### config.mk
export PLATFORM = sky130hd
export DESIGN_NAME = matrix_scanner
export DESIGN_NICKNAME = d
export VERILOG_FILES = /design/src/rtl/matrix_scanner.sv
export SDC_FILE = /design/constraint.sdc
export NUM_CORES = 1
export LEC_CHECK = 0
export ABC_AREA = 1
export CAP_MARGIN = 20
export CORE_ASPECT_RATIO = 0.75
export CORE_MARGIN = 3
export CORE_UTILIZATION = 35
export CTS_CLUSTER_SIZE = 16
export DETAILED_ROUTE_END_ITERATION = 16
export MAX_ROUTING_LAYER = met4
export PLACE_DENSITY = 0.58
export SYNTH_ARGS = -nofsm -noshare
export SYNTH_HDL_FRONTEND = slang
export SYNTH_SLANG_ARGS = --single-unit
### constraint.sdc
create_clock -name clk_i -period 8.01 [get_ports clk_i]
set_clock_uncertainty 0.2 [all_clocks]
set_input_delay 1.602 -clock clk_i [delete_from_list [all_inputs] [get_ports clk_i]]
set_output_delay 1.602 -clock clk_i [all_outputs]
set_load 0.01 [all_outputs]
### src/rtl/matrix_scanner.sv
// Snapshots a 32x16 frame and scans it onto a 1/8-scan HUB75 panel (r1 = rows 0-7, r2 = rows 8-15).
// All outputs registered; row period 64*CLK_DIV+1+DISPLAY_CYCLES clocks; no backpressure, enable sampled at frame boundaries.
module matrix_scanner #(
  parameter int unsigned CLK_DIV        = 1,
  parameter int unsigned DISPLAY_CYCLES = 256
) (
  input  logic        clk_i,
  input  logic        rst_ni,
  input  logic [31:0] matrix_i [15:0],
  input  logic        enable_i,
  output logic        r1_o,
  output logic        r2_o,
  output logic        sclk_o,
  output logic        lat_o,
  output logic        oe_n_o,
  output logic [2:0]  addr_o,
  output logic        frame_done_o
);

  localparam int unsigned DIV_W  = (CLK_DIV > 1) ? $clog2(CLK_DIV) : 1;
  localparam int unsigned DISP_W = (DISPLAY_CYCLES > 1) ? $clog2(DISPLAY_CYCLES) : 1;
  localparam logic [DIV_W-1:0]  DIV_LAST  = DIV_W'(CLK_DIV - 1);
  localparam logic [DISP_W-1:0] DISP_LAST = DISP_W'(DISPLAY_CYCLES - 1);

  typedef enum logic [1:0] {IDLE, SHIFT, LATCH, DISPLAY} state_e;

  state_e              state_q, state_d;
  logic [2:0]          row_q, row_d;
  logic [4:0]          bit_q, bit_d;
  logic                phase_q, phase_d;
  logic [DIV_W-1:0]    div_q, div_d;
  logic [DISP_W-1:0]   disp_q, disp_d;
  logic                r1_q, r1_d;
  logic                r2_q, r2_d;
  logic                sclk_q, sclk_d;
  logic                lat_q, lat_d;
  logic                oe_n_q, oe_n_d;
  logic [2:0]          addr_q, addr_d;
  logic                frame_done_q, frame_done_d;
  logic                snap;
  logic                in_shift;
  logic [31:0]         up_row, lo_row;
  logic [31:0]         shadow_q [15:0];

  always_comb begin
    state_d      = state_q;
    row_d        = row_q;
    bit_d        = bit_q;
    phase_d      = phase_q;
    div_d        = div_q;
    disp_d       = disp_q;
    frame_done_d = 1'b0;
    snap         = 1'b0;

    case (state_q)
      IDLE: begin
        if (enable_i) begin
          snap    = 1'b1;
          row_d   = 3'd0;
          bit_d   = 5'd0;
          div_d   = '0;
          phase_d = 1'b0;
          state_d = SHIFT;
        end
      end
      SHIFT: begin
        if (div_q == DIV_LAST) begin
          div_d = '0;
          if (!phase_q) begin
            phase_d = 1'b1;
          end else begin
            phase_d = 1'b0;
            if (bit_q == 5'd31) begin
              state_d = LATCH;
            end else begin
              bit_d = bit_q + 5'd1;
            end
          end
        end else begin
          div_d = div_q + DIV_W'(1);
        end
      end
      LATCH: begin
        disp_d  = '0;
        state_d = DISPLAY;
      end
      DISPLAY: begin
        if (disp_q == DISP_LAST) begin
          bit_d   = 5'd0;
          div_d   = '0;
          phase_d = 1'b0;
          if (row_q != 3'd7) begin
            row_d   = row_q + 3'd1;
            state_d = SHIFT;
          end else begin
            // Back-to-back frames re-snapshot here, so the next frame starts with no idle gap.
            frame_done_d = 1'b1;
            row_d        = 3'd0;
            if (enable_i) begin
              snap    = 1'b1;
              state_d = SHIFT;
            end else begin
              state_d = IDLE;
            end
          end
        end else begin
          disp_d = disp_q + DISP_W'(1);
        end
      end
      default: state_d = IDLE;
    endcase

    // Outputs are derived from the next state so they line up with it once registered;
    // on a snapshot the shadow is not yet loaded, so bit 0 comes straight from the input.
    up_row   = snap ? matrix_i[{1'b0, row_d}] : shadow_q[{1'b0, row_d}];
    lo_row   = snap ? matrix_i[{1'b1, row_d}] : shadow_q[{1'b1, row_d}];
    in_shift = (state_d == SHIFT);
    r1_d     = in_shift & up_row[~bit_d];
    r2_d     = in_shift & lo_row[~bit_d];
    sclk_d   = in_shift & phase_d;
    lat_d    = (state_d == LATCH);
    oe_n_d   = (state_d != DISPLAY);
    addr_d   = (state_d == LATCH) ? row_d : addr_q;
  end

  always_ff @(posedge clk_i or negedge rst_ni) begin
    if (!rst_ni) begin
      state_q      <= IDLE;
      row_q        <= 3'd0;
      bit_q        <= 5'd0;
      phase_q      <= 1'b0;
      div_q        <= '0;
      disp_q       <= '0;
      r1_q         <= 1'b0;
      r2_q         <= 1'b0;
      sclk_q       <= 1'b0;
      lat_q        <= 1'b0;
      oe_n_q       <= 1'b1;
      addr_q       <= 3'd0;
      frame_done_q <= 1'b0;
    end else begin
      state_q      <= state_d;
      row_q        <= row_d;
      bit_q        <= bit_d;
      phase_q      <= phase_d;
      div_q        <= div_d;
      disp_q       <= disp_d;
      r1_q         <= r1_d;
      r2_q         <= r2_d;
      sclk_q       <= sclk_d;
      lat_q        <= lat_d;
      oe_n_q       <= oe_n_d;
      addr_q       <= addr_d;
      frame_done_q <= frame_done_d;
    end
  end

  // Frame storage needs no reset: it is always loaded before any row is shifted out.
  always_ff @(posedge clk_i) begin
    if (snap) begin
      for (int r = 0; r < 16; r++) begin
        shadow_q[r] <= matrix_i[r];
      end
    end
  end

  assign r1_o         = r1_q;
  assign r2_o         = r2_q;
  assign sclk_o       = sclk_q;
  assign lat_o        = lat_q;
  assign oe_n_o       = oe_n_q;
  assign addr_o       = addr_q;
  assign frame_done_o = frame_done_q;

endmodule

==> summary.md <==
| Metric | Value |
|---|---|
| Reg clk slew, reported paths | `0.06 ns` |
| Post-synth ARST share | `~5.2%` |
| Adder-cell area share of the yosys netlist | `0.367%` |
| Syn avg cell area | `9.12 um2` |
| Placed cell area | `roughly 33000 um2` |
| Mapped Nets | `3514` |
| Met1 WL | `44900 um` |
| Largest cells by area after synthesis | `edfxtp_1 56%, nand3_1 23%, nand2_1 12%, buf_2 2.9%, dfrtp_1 2.5%` |
| Initial Utilization | `35.4%` |
| Post-Syn Area | `~27000 um2` |
| Placer Congestion | `~0.86` |
| Grt total ovfl | `0` |
| DP Wirelength | `around 65000 um` |
| Highest metal layer with signal wires | `met4` |
| DR WL/cell | `22.3 um` |
| CTS tree | `done` |
| Setup Viol. Count Final | `0` |
| Post-CTS Setup Inserts | `0` |
| Post-synth EDFFs | `512` |
| Routed Antenna Nets | `0` |
| Worst Path Max Fanout | `185` |
| Post-route cell area | `roughly 35000 um2` |
| Fillers | `7323` |
| Final Slew Violations | `0` |
| Post-synthesis sequential area ratio | `between 50 and 60%` |
| Crit path required time | `8.36 ns` |
| Final period util | `68.1%` |
| Routed wire length | `100000 um` |
| Multi-input logic area | `9980 um2` |
| Register area | `16100 um2` |
| Htree depth | `2` |
| GRT Total Usage | `about a quarter` |
| Pwr Density | `between 150 and 200 nW/um2` |
| Met3 wire length | `8170 um` |
| Critical Path Sink Type | `flip-flop` |
| Status | `complete, no violations` |
| Synth cell types | `37` |
| Power, Total | `6040 uW` |
| Die Y-Extent | `248 um` |
| Clk Tree Root Cell | `clkbuf_16` |
| DRC Markers | `0` |
| Number of register bits inferred by synthesis | `540` |
| Crit path arrival time | `5.80 ns` |
| Cts repair resizes | `0` |
| Slew headroom | `22.6%` |
| Clk buf depth | `3` |
| Layout cells sized above 1 | `4.32%` |
| Startpoint types | `primary input` |
| VDD IR max | `0.000138 V` |
| Min Clock Period, post-route | `5.46 ns` |
| Worst min path class | `reg2reg` |
| Inserted Clock Buffers | `58` |
| Drt via density | `5.38` |
| Largest family of logic cells by synthesized area | `simple AND/OR/NAND/NOR gates` |
| Pre-antenna DRT Iters | `5` |
| Io pins | `524` |
| CTS Hold Bufs | `0` |
| WL met2 | `45000 um` |
| Pin count of the biggest net entering global routing | `around 190` |
| Clock sink count | `540` |
| Critical path class | `in2reg` |
| First-pass GRT wire length | `146000 um` |
| Worst slew pin tran | `1.16 ns` |
| Simple-gate share of the synthesized area | `35.1%` |
| Top_reg_cell synth | `edfxtp_1` |
| RSZ-0062 raised after global routing | `false` |
| Fmax | `0.183 GHz` |
| Most frequent cells in the layout | `1242 x nand3_1, 837 x nand2_1, 523 x clkdlybuf4s50_1, 512 x edfxtp_1, 59 x clkbuf_16` |
| Setup TNS | `0 ns` |
| Iter 0 DRT Violations | `~3100` |
| Leak | `0.0128 uW` |
| Vias | `24224` |
| Area Growth Syn to Fin | `28.8%` |
| Number of port buffers | `523` |
| Post-Synth XOR/XNOR Area | `0%` |
| Die area | `81400 um2` |
| Ys Warns | `0` |
| Vias in the first global route | `between 20000 and 25000` |
| Synth area leader | `edfxtp_1` |
| Die width | `~330 um` |
| Top cell type's share of synthesized area | `around 56%` |
| Post-synthesis mux area share | `0%` |
| Synth Area in Compound Gates | `0.912%` |
| Clock Latency Late Sink | `between 0.6 and 0.7 ns` |
| Core area | `just under 80000 um2` |
| Num rows | `a little under 90` |
| Max-cap violation count | `0` |
| Synth Instances | `2991` |
| Final hold vios | `0` |
| Final nets | `3898` |
| Most common cell after layout, fill and taps aside | `nand3_1` |
| Initial antenna violation count | `48` |
## worst paths after layout
path                            startpoint        end  slack, ns  depth (start not counted)
worst min-delay path             addr_o[2]  addr_o[2]       0.29                          2
max in group asynchronous           rst_ni     oe_n_o       6.10                          2
worst min register to register   addr_o[2]  addr_o[2]       0.29                          2
worst max register to register   disp_q[0]       r1_o       3.09                         17
worst max-delay path              enable_i       r1_o       2.55                         20
min in group asynchronous           rst_ni       r2_o       1.16                          2
## stage by stage
stage                     util (%)  hold slack [ns]  setup WS (ns)  cells
after detailed placement      43.1            0.277           1.97   4350
final                         45.6            0.292           2.55   4506
after global routing          45.6            0.326           2.33   4505
after floorplan                  -            0.249           1.62   2991
after CTS                     45.4            0.295           2.64   4458
after global placement        43.1            0.271           2.03   4350
## synth_stat cells (2+ instances only)
cell and n:
nand2_2 4, inv_1 34, o21ai_0 13, edfxtp_1 512
a21oi_1 13, o21ai_2 2, nor2_1 20, ha_1 8
nand4_1 3, nand3_1 1243, buf_1 16, o211ai_1 2
inv_2 7, dfrtp_1 27, nand2_1 839, nor3b_1 2
buf_2 160, nor3_1 3, buf_4 6, clkbuf_1 60
## power by group
| part | total [uW] | switching [uW] | internal (uW) | leakage [uW] |
|---|---|---|---|---|
| logic | 378 | 127 | 251 | 0.00701 |
| clock network | 2580 | 1150 | 1430 | 0.000874 |
| registers | 3090 | 0 | 3090 | 0.00493 |
| total | 6040 | 1280 | 4770 | 0.0128 |
## cell type report
cell class                      count  share of cell area [%]
Antenna cell                       48                   0.342
Clock buffer                       81                    4.58
Clock inverter                     27                   0.491
Inverter                           41                   0.495
Multi-Input combinational cell   2168                    28.4
Sequential cell                   540                    45.7
Tap cell                         1035                    3.68
Timing Repair Buffer              566                    16.3
## routing by layer
metal  vias up  global-route usage (%)
li1      11448                       -
met1     11614                    34.2
met2      1025                    34.7
met3       137                    5.24
met4         0                    8.70
met5         -                       -
## worst max-delay path, cell delays in order
cell	delay (ns)
clkdlybuf4s50_1	0.60
inv_2	0.06
nand2_1	0.10
inv_2	0.06
nor2_1	0.14
nand3_1	0.20
nand2_8	0.59
buf_12	0.56
nand2_1	0.10
nand3_1	0.12
nand3_1	0.11
nand3_1	0.15
nand3_1	0.23
nand3_1	0.18
nand3_1	0.09
nand3_1	0.16
nand2_1	0.13
nand2_1	0.08
nand2_1	0.07
nor2_1	0.10
## state kept, by name (all words and copies together), names as in the netlist
signal / flops
state_q: 2
sclk_o: 1
bit_q: 5
lat_o: 1
oe_n_o: 1
disp_q: 8
frame_done_o: 1
shadow_q: 512
r1_o: 1
row_q: 3
addr_o: 3
phase_q: 1
r2_o: 1
## cells by family after synthesis
family | count (synthesis)
AND/OR/NAND/NOR | 2120
flip-flops | 540
buffers and inverters | 283
AO/OA/AOI/OAI | 40
adder cells (fa/ha/maj) | 8
Power figures use the tool's default switching activity.
